==> src/rtl/generador_pkg.sv <==
// generador_pkg: FSM state encodings and width helper shared by the serial pattern transmitter
package generador_pkg;
  localparam logic [1:0] REPOSO = 2'b00;
  localparam logic [1:0] ENVIANDO = 2'b01;
  localparam logic [1:0] FIN = 2'b10;
  function automatic int ancho_largo(input int ancho);
    return $clog2(ancho) + 1;
  endfunction
endpackage

==> src/rtl/generador_secuencia_contador_bit.sv <==
// contador_bit: bit-time prescaler, ticks on the last of every CICLOS_BIT enabled cycles
module contador_bit #(
  parameter int CICLOS_BIT = 1
) (
  input  logic clk,
  input  logic reset,
  input  logic clr,
  input  logic en,
  output logic tick
);
  localparam int CW = $clog2(CICLOS_BIT + 1);
  logic [CW-1:0] cnt;
  assign tick = en && cnt == CW'(CICLOS_BIT - 1);
  // counts cycles within the current bit; restarts on tick so it never passes CICLOS_BIT-1
  always_ff @(posedge clk or posedge reset) begin
    if (reset) cnt <= '0;
    else if (clr || tick) cnt <= '0;
    else if (en) cnt <= cnt + CW'(1);
  end
endmodule

==> src/rtl/generador_secuencia.sv <==
// generador_secuencia: loads a pattern and shifts it out MSB-first; GENERADOR_REPETIR_EN adds the repetir port
module generador_secuencia
  import generador_pkg::*;
#(
  parameter int ANCHO = 8,
  parameter int CICLOS_BIT = 1,
  parameter int LW = ancho_largo(ANCHO)
) (
  input  logic             clk,
  input  logic             reset,
  input  logic             inicio,
  input  logic [ANCHO-1:0] patron,
  input  logic [LW-1:0]    largo,
`ifdef GENERADOR_REPETIR_EN
  input  logic             repetir,
`endif
  output logic             salida,
  output logic             ocupado,
  output logic             fin
);
  logic [1:0] estado;
  logic [ANCHO-1:0] cap, sh, alineado;
  logic [LW-1:0] idx, len;
  logic tick, rep, valido, ultimo;
`ifdef GENERADOR_REPETIR_EN
  assign rep = repetir;
`else
  assign rep = 1'b0;
`endif
  // the pattern is left-aligned on capture so the next bit is always the MSB of the shift register
  assign valido = inicio && largo != '0 && largo <= LW'(ANCHO);
  assign alineado = patron << (LW'(ANCHO) - largo);
  assign ultimo = tick && idx == '0;
  contador_bit #(.CICLOS_BIT(CICLOS_BIT)) u_contador (
    .clk(clk),
    .reset(reset),
    .clr(estado != ENVIANDO),
    .en(estado == ENVIANDO),
    .tick(tick)
  );
  // Moore FSM with registered outputs; cap keeps the aligned pattern for repeats, sh holds the bits still to send
  always_ff @(posedge clk or posedge reset) begin
    if (reset) begin
      estado <= REPOSO;
      cap <= '0;
      sh <= '0;
      idx <= '0;
      len <= '0;
      salida <= 1'b0;
      ocupado <= 1'b0;
      fin <= 1'b0;
    end else begin
      case (estado)
        REPOSO: begin
          fin <= 1'b0;
          if (valido) begin
            estado <= ENVIANDO;
            cap <= alineado;
            sh <= alineado << 1;
            len <= largo;
            idx <= largo - LW'(1);
            salida <= alineado[ANCHO-1];
            ocupado <= 1'b1;
          end
        end
        ENVIANDO: begin
          if (ultimo && rep) begin
            sh <= cap << 1;
            idx <= len - LW'(1);
            salida <= cap[ANCHO-1];
            fin <= 1'b1;
          end else if (ultimo) begin
            estado <= FIN;
            salida <= 1'b0;
            ocupado <= 1'b0;
            fin <= 1'b1;
          end else if (tick) begin
            sh <= sh << 1;
            idx <= idx - LW'(1);
            salida <= sh[ANCHO-1];
            fin <= 1'b0;
          end else begin
            fin <= 1'b0;
          end
        end
        FIN: begin
          estado <= REPOSO;
          fin <= 1'b0;
        end
        default: begin
          estado <= REPOSO;
          salida <= 1'b0;
          ocupado <= 1'b0;
          fin <= 1'b0;
        end
      endcase
    end
  end
endmodule

==> config.mk <==
export PLATFORM = sky130hd
export DESIGN_NAME = generador_secuencia
export DESIGN_NICKNAME = d
export VERILOG_FILES = /design/src/rtl/generador_pkg.sv /design/src/rtl/generador_secuencia_contador_bit.sv /design/src/rtl/generador_secuencia.sv
export SDC_FILE = /design/constraint.sdc
export NUM_CORES = 1
export LEC_CHECK = 0
export ABC_CLOCK_PERIOD_IN_PS = 2100
export BUFFER_PORTS_ARGS = -buffer_cell sky130_fd_sc_hd__buf_2
export CORE_AREA = 5 5 61 76
export CTS_CLUSTER_SIZE = 14
export DETAILED_ROUTE_END_ITERATION = 8
export DIE_AREA = 0 0 66 81
export PLACE_DENSITY = 0.43
export REMOVE_ABC_BUFFERS = 1
export SLEW_MARGIN = 20
export SYNTH_ARGS = -nofsm -noshare
export SYNTH_HDL_FRONTEND = slang
export SYNTH_SLANG_ARGS = --single-unit
==> constraint.sdc <==
create_clock -name clk -period 2.1 [get_ports clk]
set_input_delay 0.42 -clock clk [delete_from_list [all_inputs] [get_ports clk]]
set_output_delay 0.42 -clock clk [all_outputs]
set_load 0.02 [all_outputs]
==> results.txt, run 1 <==
- VDD sags by at most 426 uV.
* Critical Setup Path Class: input pin to flop
* Distinct cell type count of the synthesized netlist: 37
- For this block, the routed nets add up to 2790 um of wire.
* Std-Cell Rows: 25
* CP Launch Type: input pin
- In the routed layout, each cell is associated on average with a via count of 4.83.
- The HPWL after detailed placement is 2250 um.
- Final Max Tran Viols: 0
- Subtracting the final worst setup slack from the clock period gives 1.81 ns.
* Per-cell routed wire length: 13.6 um
* Global Route Usage Sum: 0.114
- Slowest stage cell, crit path: sky130_fd_sc_hd__ha_1
- Non-filler cells, final: 206
- The design draws 0.00141 W.
* Clock Path Buffers: 2
- Sort of element at the end of the critical path: flop
- TritonCTS built the clock tree.
- Once the clock tree was built, the setup fixing pass inserted 0 buffers.
- Cell area after technology mapping: 1100 um2
- After filler insertion, the fill cell instance count of the layout stands at 382.
* Cts-stage hold buffer count: 0
- The top cell types in the final layout, fill and taps aside, are sky130_fd_sc_hd__dfrtp_1 (17), sky130_fd_sc_hd__buf_2 (17), sky130_fd_sc_hd__nand2_1 (13).
* Cell taking the most area after synthesis: sky130_fd_sc_hd__dfrtp_1
- The tree is rooted in a sky130_fd_sc_hd__clkbuf_8.
* Worst-case setup slack after placement: 0.0172 ns
- A synthesized cell averages 8.88 um2.
- Maximum fanout along the worst path: 7
- F_max: 0.551 GHz
- Clock-pin transition on the worst setup and hold timing paths: 0.07 ns
* M1 wire length: 1280 um
* Final hold slack: 0.249 ns
* Final WS setup: 0.286 ns
- The number of antenna violations at the first check in global routing was 0.
* Post-synthesis async set-or-reset flop share: 1.00
- Setup violations remaining at the end of the flow were counted as 0.
* Post-route setup TNS: 0 ns
* Pin slew with the least headroom to its limit: 0.665 ns
- CP cell instances: buf_2 > inv_1 > ha_1 > buf_4 > mux2i_1 > o21ai_0 > o21ai_0 > a31oi_1
* Clk_lat worst skew: 0.25 ns
- For this configuration, the core starts out at a cell density of 0.291.
* Number of warning messages in the yosys log: 0
- Number of DRC violations after detailed routing: 0
- DIE AREA: 5350 um2
- Min-Delay Path Class: input pin to asynchronous set/reset pin
- Dividing the final minimum period by the clock period gives 0.864.
* Top_reg_cell synth: sky130_fd_sc_hd__dfrtp_1
- The count of endpoints failing hold in the final timing report came to 0.
- Signed area change from the synthesized netlist to the final layout: 24.1%
* Count of inserted antenna diode cells: 0
- Wire length of the first global-routing pass: 4630 um
- Post-synth EDFFs: 0
- At the end of the flow, the number of nets in the layout was 170.
- Setup repair after global routing left no endpoint under its margin.
* CTS sink count: 17
- Sorting the synthesized cells by area gives the leading types as sky130_fd_sc_hd__dfrtp_1 (39%), sky130_fd_sc_hd__mux2i_1 (6.4%), sky130_fd_sc_hd__nand2_1 (4.4%), sky130_fd_sc_hd__a21oi_1 (4.1%), sky130_fd_sc_hd__inv_1 (3.4%).
- Between clock sinks in the finished design, the worst skew comes to 0.00278 ns.
* Most common cell type on the critical path: sky130_fd_sc_hd__o21ai_0
* Clock buffer count from CTS: 3
- Wire length on met3: 68 um
* Post-Synthesis Cells: 124
- Vias: 995
* Post-synthesis sequential area ratio: 0.386
- Number of nets with antenna violations after detailed routing: 0
- Summed over all cells, the static leakage comes to 0.629 nW.
- Number of H-tree levels: 1
* Die outline width: 66 um
* Ports: 18
- The run finished with clean final reports.
* Data arrival, critical path: 1.94 ns
- Worst path required time: 2.23 ns
- Pin count of the biggest net entering global routing: 18
* Core Footprint: 3780 um2
* I/O Buffers: 17
* Max Cap Violations: 0
* Area share of the largest cell type after synthesis: 0.386
- After synthesis the netlist holds a flip-flop and latch count of 17.
* Detailed router's first-iteration violation count: 32
- For this design the ratio of total power to cell area is 1040 nW/um2.
- After clock tree synthesis, the repair step resized 0 gates.
- Count of placed standard cells including taps: 202
- Fraction of layout instances using a drive strength above 1: 0.250
* Met2 Routed Length: 1390 um
- On the worst path, the slowest cell contributes a delay of 0.46 ns.
- Routability cong.: 0.738
- Vias in the first global route: 989
- Top layer in use: met4
* Die H: 81 um
- Measured against its own limit, the worst slew margin works out to 0.556.
- Global route overflow: 0
- The first detailed-routing pass ran for 4 iterations.
## power by group
group	switching [W]	internal, W	leakage (nW)
Sequential	0.000100	0.000454	0.198
Clock	0.000118	0.000135	0.0228
Combinational	0.000324	0.000283	0.408
## metrics by stage
step                      utilization  cell area (um2)
after CTS                       0.361             1370
after detailed placement        0.349             1320
final                           0.361             1370
after global routing            0.361             1370
after floorplan                     -             1080
after global placement          0.349             1320
## worst paths after layout
kind | startpoint | endpoint | slack [ns] | depth (start not counted)
hold reg to reg | sh[6]$_DFFE_PP0P_ | sh[6]$_DFFE_PP0P_ | 0.49 | 1
hold / removal | reset | fin$_DFF_PP0_ | 0.25 | 2
setup / recovery | largo[1] | sh[7]$_DFFE_PP0P_ | 0.29 | 8
min in group clk | sh[6]$_DFFE_PP0P_ | sh[6]$_DFFE_PP0P_ | 0.49 | 1
setup reg to reg | estado[1]$_DFFE_PP0P_ | sh[5]$_DFFE_PP0P_ | 0.32 | 6
max in group asynchronous | reset | sh[5]$_DFFE_PP0P_ | 1.43 | 2
## final cells by class
cell class | count | area (um2) | share of cell area
Clock buffer | 4 | 45.0 | 0.0330
Sequential cell | 17 | 425 | 0.311
Multi-Input combinational cell | 92 | 616 | 0.451
Timing Repair Buffer | 29 | 175 | 0.128
Tap cell | 54 | 67.6 | 0.0495
Inverter | 10 | 37.5 | 0.0275
## cells in the mapped netlist (2+ instances only)
cell and instances:
sky130_fd_sc_hd__dfrtp_1 17, sky130_fd_sc_hd__nand2_1 13, sky130_fd_sc_hd__inv_1 10, sky130_fd_sc_hd__a21oi_1 9, sky130_fd_sc_hd__nor2_1 8, sky130_fd_sc_hd__mux2i_1 7
sky130_fd_sc_hd__a31oi_1 5, sky130_fd_sc_hd__nand3_1 4, sky130_fd_sc_hd__nor2b_1 4, sky130_fd_sc_hd__o21ai_0 4, sky130_fd_sc_hd__a22oi_1 3, sky130_fd_sc_hd__buf_2 3
sky130_fd_sc_hd__nand2b_1 3, sky130_fd_sc_hd__nor4_1 3, sky130_fd_sc_hd__a32oi_1 2, sky130_fd_sc_hd__clkbuf_1 2, sky130_fd_sc_hd__ha_1 2, sky130_fd_sc_hd__mux2_2 2
sky130_fd_sc_hd__nor3_1 2, sky130_fd_sc_hd__nor4b_1 2, sky130_fd_sc_hd__o211ai_1 2, sky130_fd_sc_hd__o21a_1 2
## routing by layer
layer / vias up / global-route usage
li1: 508 / -
met1: 470 / 0.139
met2: 13 / 0.196
met3: 4 / 0.0180
met4: 0 / 0.0549
met5: - / 0
## sequential cells by signal, summed over array words and instances, names as in the netlist
| name | flops |
|---|---|
| sh | 7 |
| idx | 4 |
| estado | 2 |
| fin | 1 |
| ocupado | 1 |
| salida | 1 |
| u_contador.cnt | 1 |
## critical path, delay by kind of cell
kind | cells | cell delay [ns]
adders and majority gates | 1 | 0.46
muxes | 1 | 0.25
AOI/OAI and AO/OA | 3 | 0.47
buffers and inverters | 3 | 0.34
## cell families (layout without fill, tap and decap cells)
kind of cell	count (synthesis)	after routing	share of synthesized area
xor+xnor	2	2	0.0227
compound gates	34	34	0.202
other cells	1	1	0.00341
buf+inv	15	43	0.0545
flops	17	17	0.386
simple gates	42	42	0.193
fa+ha+maj	2	2	0.0227
mux	11	11	0.115
(Power assumes the default switching activity.)
==> inputs of run 2 (changes only) <==
Settings changed: CORE_AREA 5 5 61 76 to 5 5 48 61, DIE_AREA 0 0 66 81 to 0 0 53 66, PLACE_DENSITY 0.43 to 0.67.
==> results.txt, run 2 (same netlist as run 1, synthesis figures left out) <==
- The antenna cell count came to 0 (unchanged).
- Global route overflow: 0 (unchanged)
- sh holds more flip-flops than any other register.
- The critical path goes through nor2b_1 > buf_4 > nor2_1 > a21oi_1 > ha_1 > nand2b_1 > a21oi_1 > a211oi_1.
- Quantity of gates resized following cts: 0 (unchanged)
- The overall power came to 0.00134 W (-5.5%).
- First drt pass iteration count: 5 (+1)
* # setup viols final: 0 (unchanged)
- Commonest non-fill, non-tap cells in the layout: sky130_fd_sc_hd__dfrtp_1 (17), sky130_fd_sc_hd__buf_2 (17), sky130_fd_sc_hd__nand2_1 (13)
- The worst setup path is captured at a flop.
- Clk_lat worst skew: 0.28 ns (+0.03 ns)
- The final net count is 168 (-1.2%).
* CTS tree: yes
- Detailed router's first-iteration violation count: 32 (unchanged)
- Slew HR: 0.567 (+0.0112)
- The height of the chip was 66 um (-19%).
- Data arrival, critical path: 2.01 ns (+0.07 ns)
- CP Launch Type: flop
- Power density over the cells: 1020 nW/um2 (-1.1%)
* IR Drop Worst-Case VDD: 523 uV (+23%)
* Post-placement cell area: 1280 um2 (-3.1%)
- Pin count of the biggest net entering global routing: 18 (unchanged)
* Leak pwr: 0.612 nW (-2.7%)
- The required time at the endpoint of the critical path is 2.28 ns (+0.05 ns).
- Fraction of layout instances using a drive strength above 1: 0.240 (-0.0100)
* Vias in the first global route: 1042 (+5.4%)
- Clock-pin transition on the worst setup and hold timing paths: 0.09 ns (+0.02 ns)
* Antenna violations before repair: 0 (unchanged)
* F_max: 0.547 GHz (-0.68%)
- The slowest stage of the critical path belongs to the cell sky130_fd_sc_hd__dfrtp_1.
- Worst setup skew after layout: 0.000701 ns (-0.00208 ns)
- Setup repair after global routing missed its margin: false
* Die outline width: 53 um (-20%)
* Number of nets with antenna violations after detailed routing: 0 (unchanged)
- Most common cell type on the critical path: sky130_fd_sc_hd__a21oi_1
- Core Footprint: 2330 um2 (-39%)
- The total clock buffers created by CTS came to 3 (unchanged).
- Maximum cell stage delay along the critical path: 0.50 ns (+0.04 ns)
- The total number of vias came to 1027 (+3.2%).
- Registers with the most flip-flops: sh x7, idx x4, estado x2
* Outcome: complete, no violations
* Root buf cell: sky130_fd_sc_hd__clkbuf_4
* Clock Path Buffers: 2 (unchanged)
- The total wire length is 2620 um (-6.2%).
- Routability cong.: 0.857 (+16%)
- Post-route standard cell area excluding fillers: 1310 um2 (-4.4%)
- The count of pins on the block boundary is 18 (unchanged).
- The starting utilization of the core area came to 0.473 (+0.182).
- Number of H-tree levels: 1 (unchanged)
* Max reg flops: 7 (unchanged)
- Clock period minus final worst setup slack: 1.83 ns (+0.0123 ns)
- The number of hold-repair buffers added at the cts stage was 0 (unchanged).
- Post-route setup TNS: 0 ns (unchanged)
- Max Cap Violations: 0 (unchanged)
- The final worst-path cycle share came to 0.870 (+0.00588).
- Hold Vio Cnt, Final: 0 (unchanged)
- Compared with the post-synthesis result, the final layout area differs by 18.6%.
- Detailed-route vias per instance: 5.61 (+16%)
- Critical Setup Path Class: flop to flop
- Final Max Tran Viols: 0 (unchanged)
- Per-cell routed wire length: 14.3 um (+5.6%)
- The number of remaining DRC errors was 0 (unchanged).
* Std-Cell Rows: 20 (-20%)
- The die area is 3500 um2 (-35%).
- I/O Buffers: 17 (unchanged)
- The worst hold path belongs to the class input pin to asynchronous set/reset pin.
- Maximum fanout along the worst path: 11 (+4)
- The total clock sinks was 17 (unchanged).
* Wire length of the first global-routing pass: 4400 um (-5.1%)
* Util after Layout: 0.561 (+0.200)
* Pin slew with the least headroom to its limit: 0.648 ns (-0.0168 ns)
* Setup repair bufs after CTS: 0 (unchanged)
- Global Route Usage Sum: 0.169 (+0.0541)
- The estimated wirelength of the detail-placed design is 2100 um (-6.8%).
-- run 2: cell types whose count changed in the layout (fill, tap and decap cells not counted) --
| cell | change |
|---|---|
| sky130_fd_sc_hd__clkbuf_4 | +3 |
| sky130_fd_sc_hd__buf_4 | -2 |
| sky130_fd_sc_hd__clkbuf_8 | -3 |
-- run 2: layout make-up --
| cell class | instances | area, um2 |
|---|---|---|
| flip-flops and latches | 17 | 425 |
| inverters | 10 | 37.5 |
| repair buffers | 27 | 160 |
| well taps | 33 | 41.3 |
| clock buffers | 4 | 26.3 |
| fillers | 238 | 1020 |
| multi-input cells | 92 | 616 |
-- run 2: through the flow --
stage	std cells	hold slack (ns)	worst slack [ns]
after detailed placement	179	0.481	0.0466
after global placement	179	0.473	0.0885
after CTS	183	0.228	0.272
final	183	0.215	0.273
after global routing	183	0.267	0.0923
after floorplan	119	0.346	0.0521
-- run 2: per-layer routing --
layer,GRT usage,vias to the layer above,share of wire
li1,-,498,-
met5,0,-,0
met2,0.317,22,0.55
met3,0.0248,8,0.033
met4,0.0703,0,0.029
met1,0.180,499,0.39
-- run 2: critical path: cells and delay by family, from the launching register on --
family / cells / cell delay, ns
flops: 1 / 0.50
compound gates: 3 / 0.44
simple gates: 3 / 0.35
fa+ha+maj: 1 / 0.24
buf+inv: 1 / 0.19
-- run 2: final timing paths --
check | from | slack, ns | endpoint | cells past startpoint
setup / recovery | estado[0]$_DFFE_PP0P_ | 0.27 | idx[2]$_DFFE_PP0P_ | 8
hold / removal | reset | 0.22 | sh[1]$_DFFE_PP0P_ | 2
setup reg to reg | estado[0]$_DFFE_PP0P_ | 0.27 | idx[2]$_DFFE_PP0P_ | 8
hold reg to reg | sh[5]$_DFFE_PP0P_ | 0.50 | sh[5]$_DFFE_PP0P_ | 1
max in group asynchronous | reset | 1.47 | salida$_DFFE_PP0P_ | 2
min in group clk | sh[5]$_DFFE_PP0P_ | 0.50 | sh[5]$_DFFE_PP0P_ | 1
-- run 2: power breakdown --
group / switching (W) / leakage (nW) / internal [W] / total [W]
Sequential: 0.000107 / 0.198 / 0.000453 / 0.000560
Clock: 0.0000952 / 0.0150 / 0.0000735 / 0.000169
Combinational: 0.000330 / 0.399 / 0.000279 / 0.000609
Total: 0.000532 / 0.612 / 0.000806 / 0.00134
